$ cat config.mk
export PLATFORM = sky130hd
export DESIGN_NAME = chacha_stream_xor
export DESIGN_NICKNAME = d
export VERILOG_FILES = /design/src/rtl/chacha_pkg.sv /design/src/rtl/chacha_ks_buffer.sv /design/src/rtl/chacha_stream_xor.sv
export SDC_FILE = /design/constraint.sdc
export NUM_CORES = 2
export LEC_CHECK = 0
export ABC_CLOCK_PERIOD_IN_PS = 44400
export BUFFER_PORTS_ARGS = -buffer_cell sky130_fd_sc_hd__clkbuf_2
export CAP_MARGIN = 20
export CELL_PAD_IN_SITES_DETAIL_PLACEMENT = 0
export CELL_PAD_IN_SITES_GLOBAL_PLACEMENT = 1
export CORE_MARGIN = 2
export CORE_UTILIZATION = 30
export DETAILED_ROUTE_END_ITERATION = 10
export PLACE_DENSITY = 0.62
export SETUP_SLACK_MARGIN = 0.1
export SLEW_MARGIN = 25
export SYNTH_ARGS = -nofsm -noshare
export SYNTH_HDL_FRONTEND = slang
export SYNTH_SLANG_ARGS = --single-unit
export TNS_END_PERCENT = 20
$ cat constraint.sdc
create_clock -name clk -period 44.4 [get_ports clk]
set_clock_uncertainty 0.15 [all_clocks]
set_input_delay 4.44 -clock clk [delete_from_list [all_inputs] [get_ports clk]]
set_output_delay 4.44 -clock clk [all_outputs]
set_load 0.005 [all_outputs]
$ cat src/rtl/chacha_pkg.sv
// Shared widths, state encoding and keystream word selection for the ChaCha stream XOR block.
package chacha_pkg;

    localparam int WORD_W          = 32;
    localparam int BLOCK_W         = 512;
    localparam int WORDS_PER_BLOCK = 16;
    localparam int IDX_W           = 4;

    typedef enum logic {
        EMPTY = 1'b0,
        FULL  = 1'b1
    } state_t;

    // Word i of a keystream block lives at bits [WORD_W*i +: WORD_W].
    function automatic logic [WORD_W-1:0] ks_word(
        input logic [BLOCK_W-1:0] block,
        input logic [IDX_W-1:0]   idx
    );
        return block[WORD_W*idx +: WORD_W];
    endfunction

endpackage

$ cat src/rtl/chacha_ks_buffer.sv
// Holds one 512-bit keystream block and walks through its sixteen words.
module chacha_ks_buffer
    import chacha_pkg::*;
(
    input  logic               clk,
    input  logic               reset,
    input  logic [BLOCK_W-1:0] ks_block,
    input  logic               ks_valid,
    input  logic               advance,
    input  logic               last,
    output logic               ks_ready,
    output logic               full,
    output logic [WORD_W-1:0]  word
);

    state_t             state_reg;
    logic [IDX_W-1:0]   idx_reg;
    logic [BLOCK_W-1:0] block_reg;

    always_ff @(posedge clk or posedge reset) begin
        if (reset) begin
            state_reg <= EMPTY;
            idx_reg   <= '0;
            block_reg <= '0;
        end else begin
            case (state_reg)
                EMPTY: begin
                    if (ks_valid) begin
                        block_reg <= ks_block;
                        idx_reg   <= '0;
                        state_reg <= FULL;
                    end
                end
                FULL: begin
                    if (advance) begin
                        // End of message discards the rest of the block; the next one uses a new counter.
                        if (last || idx_reg == IDX_W'(WORDS_PER_BLOCK - 1)) begin
                            state_reg <= EMPTY;
                            idx_reg   <= '0;
                        end else begin
                            idx_reg   <= idx_reg + 1'b1;
                        end
                    end
                end
            endcase
        end
    end

    assign ks_ready = (state_reg == EMPTY);
    assign full     = (state_reg == FULL);
    assign word     = ks_word(block_reg, idx_reg);

endmodule

$ cat src/rtl/chacha_stream_xor.sv
// XORs a data-word stream with buffered ChaCha20 keystream words, one word per cycle.
// Optional byte-keep ports are enabled by defining CHACHA_XOR_KEEP_EN.
module chacha_stream_xor
    import chacha_pkg::*;
#(
    parameter int WIDTH     = WORD_W,
    parameter int OUT_WIDTH = BLOCK_W
) (
    input  logic                 clk,
    input  logic                 reset,
    input  logic [OUT_WIDTH-1:0] ks_block,
    input  logic                 ks_valid,
    output logic                 ks_ready,
    input  logic [WIDTH-1:0]     data_in,
    input  logic                 data_in_valid,
    input  logic                 data_in_last,
`ifdef CHACHA_XOR_KEEP_EN
    input  logic [WIDTH/8-1:0]   data_in_keep,
    output logic [WIDTH/8-1:0]   data_out_keep,
`endif
    output logic                 data_in_ready,
    output logic [WIDTH-1:0]     data_out,
    output logic                 data_out_valid,
    output logic                 data_out_last,
    input  logic                 data_out_ready
);

    localparam int BYTES = WIDTH / 8;

    logic             full;
    logic             accept;
    logic [WIDTH-1:0] ks_cur;
    logic [WIDTH-1:0] mixed;
    logic [WIDTH-1:0] masked;
    logic [BYTES-1:0] keep_eff;
    logic [WIDTH-1:0] data_out_reg;
    logic             data_out_valid_reg;
    logic             data_out_last_reg;

    chacha_ks_buffer u_buffer (
        .clk      (clk),
        .reset    (reset),
        .ks_block (ks_block),
        .ks_valid (ks_valid),
        .advance  (accept),
        .last     (data_in_last),
        .ks_ready (ks_ready),
        .full     (full),
        .word     (ks_cur)
    );

    assign data_in_ready = full && (!data_out_valid_reg || data_out_ready);
    assign accept        = data_in_valid && data_in_ready;
    assign mixed         = data_in ^ ks_cur;

`ifdef CHACHA_XOR_KEEP_EN
    assign keep_eff = data_in_keep;
`else
    assign keep_eff = '1;
`endif

    generate
        for (genvar gi = 0; gi < BYTES; gi++) begin : g_byte_mask
            assign masked[8*gi +: 8] = keep_eff[gi] ? mixed[8*gi +: 8] : 8'h00;
        end
    endgenerate

    always_ff @(posedge clk or posedge reset) begin
        if (reset) begin
            data_out_reg       <= '0;
            data_out_valid_reg <= 1'b0;
            data_out_last_reg  <= 1'b0;
        end else if (accept) begin
            data_out_reg       <= masked;
            data_out_valid_reg <= 1'b1;
            data_out_last_reg  <= data_in_last;
        end else if (data_out_ready) begin
            data_out_valid_reg <= 1'b0;
        end
    end

`ifdef CHACHA_XOR_KEEP_EN
    logic [BYTES-1:0] data_out_keep_reg;

    always_ff @(posedge clk or posedge reset) begin
        if (reset) begin
            data_out_keep_reg <= '0;
        end else if (accept) begin
            data_out_keep_reg <= keep_eff;
        end
    end

    assign data_out_keep = data_out_keep_reg;
`endif

    assign data_out       = data_out_reg;
    assign data_out_valid = data_out_valid_reg;
    assign data_out_last  = data_out_last_reg;

endmodule

==> out/results.ini <==
[hold_path]
hold_path_class = reg -> reg

[pwr]
cellPowerDensity_mw_per_mm2 = 63.6
p_leak_uw = 0.0133
peakVddDrop_uv = 33.2

[synth]
yosysUniqueCellTypes = 38
synthesis.area_mm2 = 0.0248
synth-compound-area-share_pct = 3.64
async_reset_ff_share_pct = 100
syn_inst = 1619
syn-num-nets = 2170
ys.flop_type = dfrtp_1
synth.most_common_cell = dfrtp_1
synth_top_family_by_area = multiplexers
yosys.area_share.simple_pct = 1.84
synth_commonest_cells = 551 x dfrtp_1, 548 x mux2_2, 92 x mux4_2
synth_edf_count = 0
synth_fa_ha_area_share_pct = 0.0504
yosysWarnings = 0
synth_top_area_share_pct = 55.6
ys_top_cells_by_area = dfrtp_1 56%, mux2_2 25%, mux4_2 8.4%, mux2i_1 2.3%, o22ai_1 1.5%
synth_seq_cells = 551
muxShareOfSynthArea_pct = 35.5
synthXorXnorAreaFrac_pct = 0.812
synth_area_per_cell_um2 = 15.3
synth_area_leader_cell = dfrtp_1
ys_seq_area_share_pct = 55.6

[cells_and_area]
largest_reg_flops = 512
nets = 2731
syn2layout_area_growth_pct = 25.1
final_layout_size_suffix_gt1_share_pct = 61.2

[global_route]
grt_pass1_wl_um = 113000
grt_util_all_layers_pct = 17.7
grt_max_degree = 182
antenna_found_initial = 26
grt_remaining_overflow = 0
grt_pass1_vias = 17700

[die]
core_area_mm2 = 0.0820
row_count = 105
die_h_um = 292
dieWidth_um = 292
start_util_pct = 30.3
die-area_mm2 = 0.0850
ioPinCount = 586

[setup_path]
reg2reg_slack_ns = 40.61
r2r_cells = 7
cp_cell_sequence = clkbuf_2 > nand2b_1 > and2_1 > clkbuf_2
cp.depth = 4
worst_ep_arrival_time_ns = 5.22
rr_endpoint = data_out[26]
crit_fanout = 6
r2r_start = u_buffer.idx_reg[1]
slowest_stage = nand2b_1
start_kind = input port
slowest_delay_ns = 0.29
criticalPathCategory = in -> out
end_kind = output pin
crit_buf_inv = 2
path_delay_family = simple AND/OR/NAND/NOR gates
cpMostUsedCell = clkbuf_2
critPathLaunch = data_out_ready
cp.required_ns = 39.81
crit_path_end = data_in_ready

[clock_network]
htreeDepth = 3
clk_pin_slew_worst_paths_ns = 0.05
cts_buffer_depth = 3
clockRootBuffer = clkbuf_16
postCtsSetupBuffers = 0
clock_sinks = 551
postCtsHoldBufs = 0
cts_buffers = 68
insertion_delay_ns = 0.61
cts_resized = 0
cts_tree = done

[placement]
port_buffers = 585
place.gp.congestion = 0.805
hpwl_um = 54800

[route]
viasPerCell = 4.78
drt_iter0_drc = 670
drc = 0
routed_wl_um = 75400
wire_per_inst_um = 22.7
drtPass1Iterations = 5
ant_nets = 0
vias = 15900

[sta]
hold_ws_ns = 0.329
max_slew.worst_pin.slew_ns = 1.18
rsz0062_at_grt = false
setup_tns_ns = 0
hold_viol_final = 0
setup_viol = 0
min_period_ns = 9.81
fmax_mhz = 102
fin_crit_sh_pct = 22.1
slew_headroom_pct = 21.5
drv_slew = 0

[flow_run]
drv_cap = 0

[outcome]
status = finished clean

==> power by group <==
part | internal [uW] | switching [uW]
sequential | 703 | 111
clock | 338 | 227
combinational | 337 | 256
==> per-stage QoR <==
stage / area (um^2) / std cells / setup WS [ns] / total power, uW / util (%)
floorplan: 24800 / 1619 / 24.40 / 1230 / -
global placement: 28600 / 3178 / 34.58 / 1400 / 34.9
detailed placement: 28600 / 3178 / 34.58 / 1430 / 34.9
CTS: 30900 / 3299 / 34.58 / 2000 / 37.7
global route: 31000 / 3315 / 34.54 / 2090 / 37.8
finish: 31000 / 3316 / 34.59 / 1970 / 37.9
==> worst min path at each step <==
stage	from	end	slack, ns	cells after the start
final	data_out[31]	data_out[31]	0.33	2
after global routing	data_out[31]	data_out[31]	0.36	2
after CTS	data_out_last	data_out_last	0.33	2
after detailed placement	data_out_last	data_out_last	0.32	2
after global placement	data_out_last	data_out_last	0.31	2
after floorplan	data_out_last	data_out_last	0.32	2
==> cell type report <==
type,instances,area [um^2]
multi-input combinational,951,10400
tap,1070,1340
fill,7924,50900
timing repair buffer,606,3160
inverter,2,15.0
antenna,15,37.5
clock inverter,20,259
clock buffer,101,2040
sequential,551,13800
==> cells in the final DEF, fill, tap and decap left out, types with 2 or more instances in the layout <==
master and count:
clkinv_2 8, xnor2_1 23, a21oi_1 23, bufinv_16 3, a32oi_1 9, inv_16 2
o21ai_0 30, and3_1 10, dfrtp_2 2, mux2i_1 56, a22o_1 9, nand3b_1 2
nand2_1 31, nand3_1 2, mux4_2 92, o22ai_1 59, mux2_2 548, a221oi_1 6
clkbuf_2 585, inv_6 3, diode_2 15, nor2b_1 3, a211oi_1 5, clkbuf_16 69
nand2b_1 4, buf_12 3, nor3_1 18, dfrtp_1 547, nor2_1 3, buf_4 13
buf_6 4, dfrtp_4 2, clkbuf_1 13, and2_1 4, clkbuf_8 19
==> worst reg2reg max path: stages, from the launching register on <==
cell      delay (ns)
dfrtp_4         0.82
buf_4           0.68
buf_4           0.82
mux2_2          0.47
o22ai_1         0.29
a221oi_1        0.12
and3_1          0.21
nor3_1          0.15
==> routing by layer <==
| metal | global-route usage (%) | share of wire [%] | vias to the layer above |
|---|---|---|---|
| li1 | - | - | 7192 |
| met1 | 22.9 | 43 | 8108 |
| met2 | 28.4 | 47 | 416 |
| met3 | 5.22 | 6.8 | 126 |
| met4 | 6.05 | 2.7 | 20 |
| met5 | 0 | 0.15 | - |
==> kinds of logic (layout without fill, tap and decap cells) <==
| logic type | count (synthesis) | in the layout |
|---|---|---|
| AND/OR/NAND/NOR | 88 | 88 |
| flip-flops | 551 | 551 |
| adder cells (fa/ha/maj) | 1 | 1 |
| AO/OA/AOI/OAI | 143 | 143 |
| buffers and inverters | 117 | 729 |
| multiplexers | 696 | 696 |
| XOR/XNOR | 23 | 23 |
| other | 0 | 15 |
(Power assumes the default switching activity.)
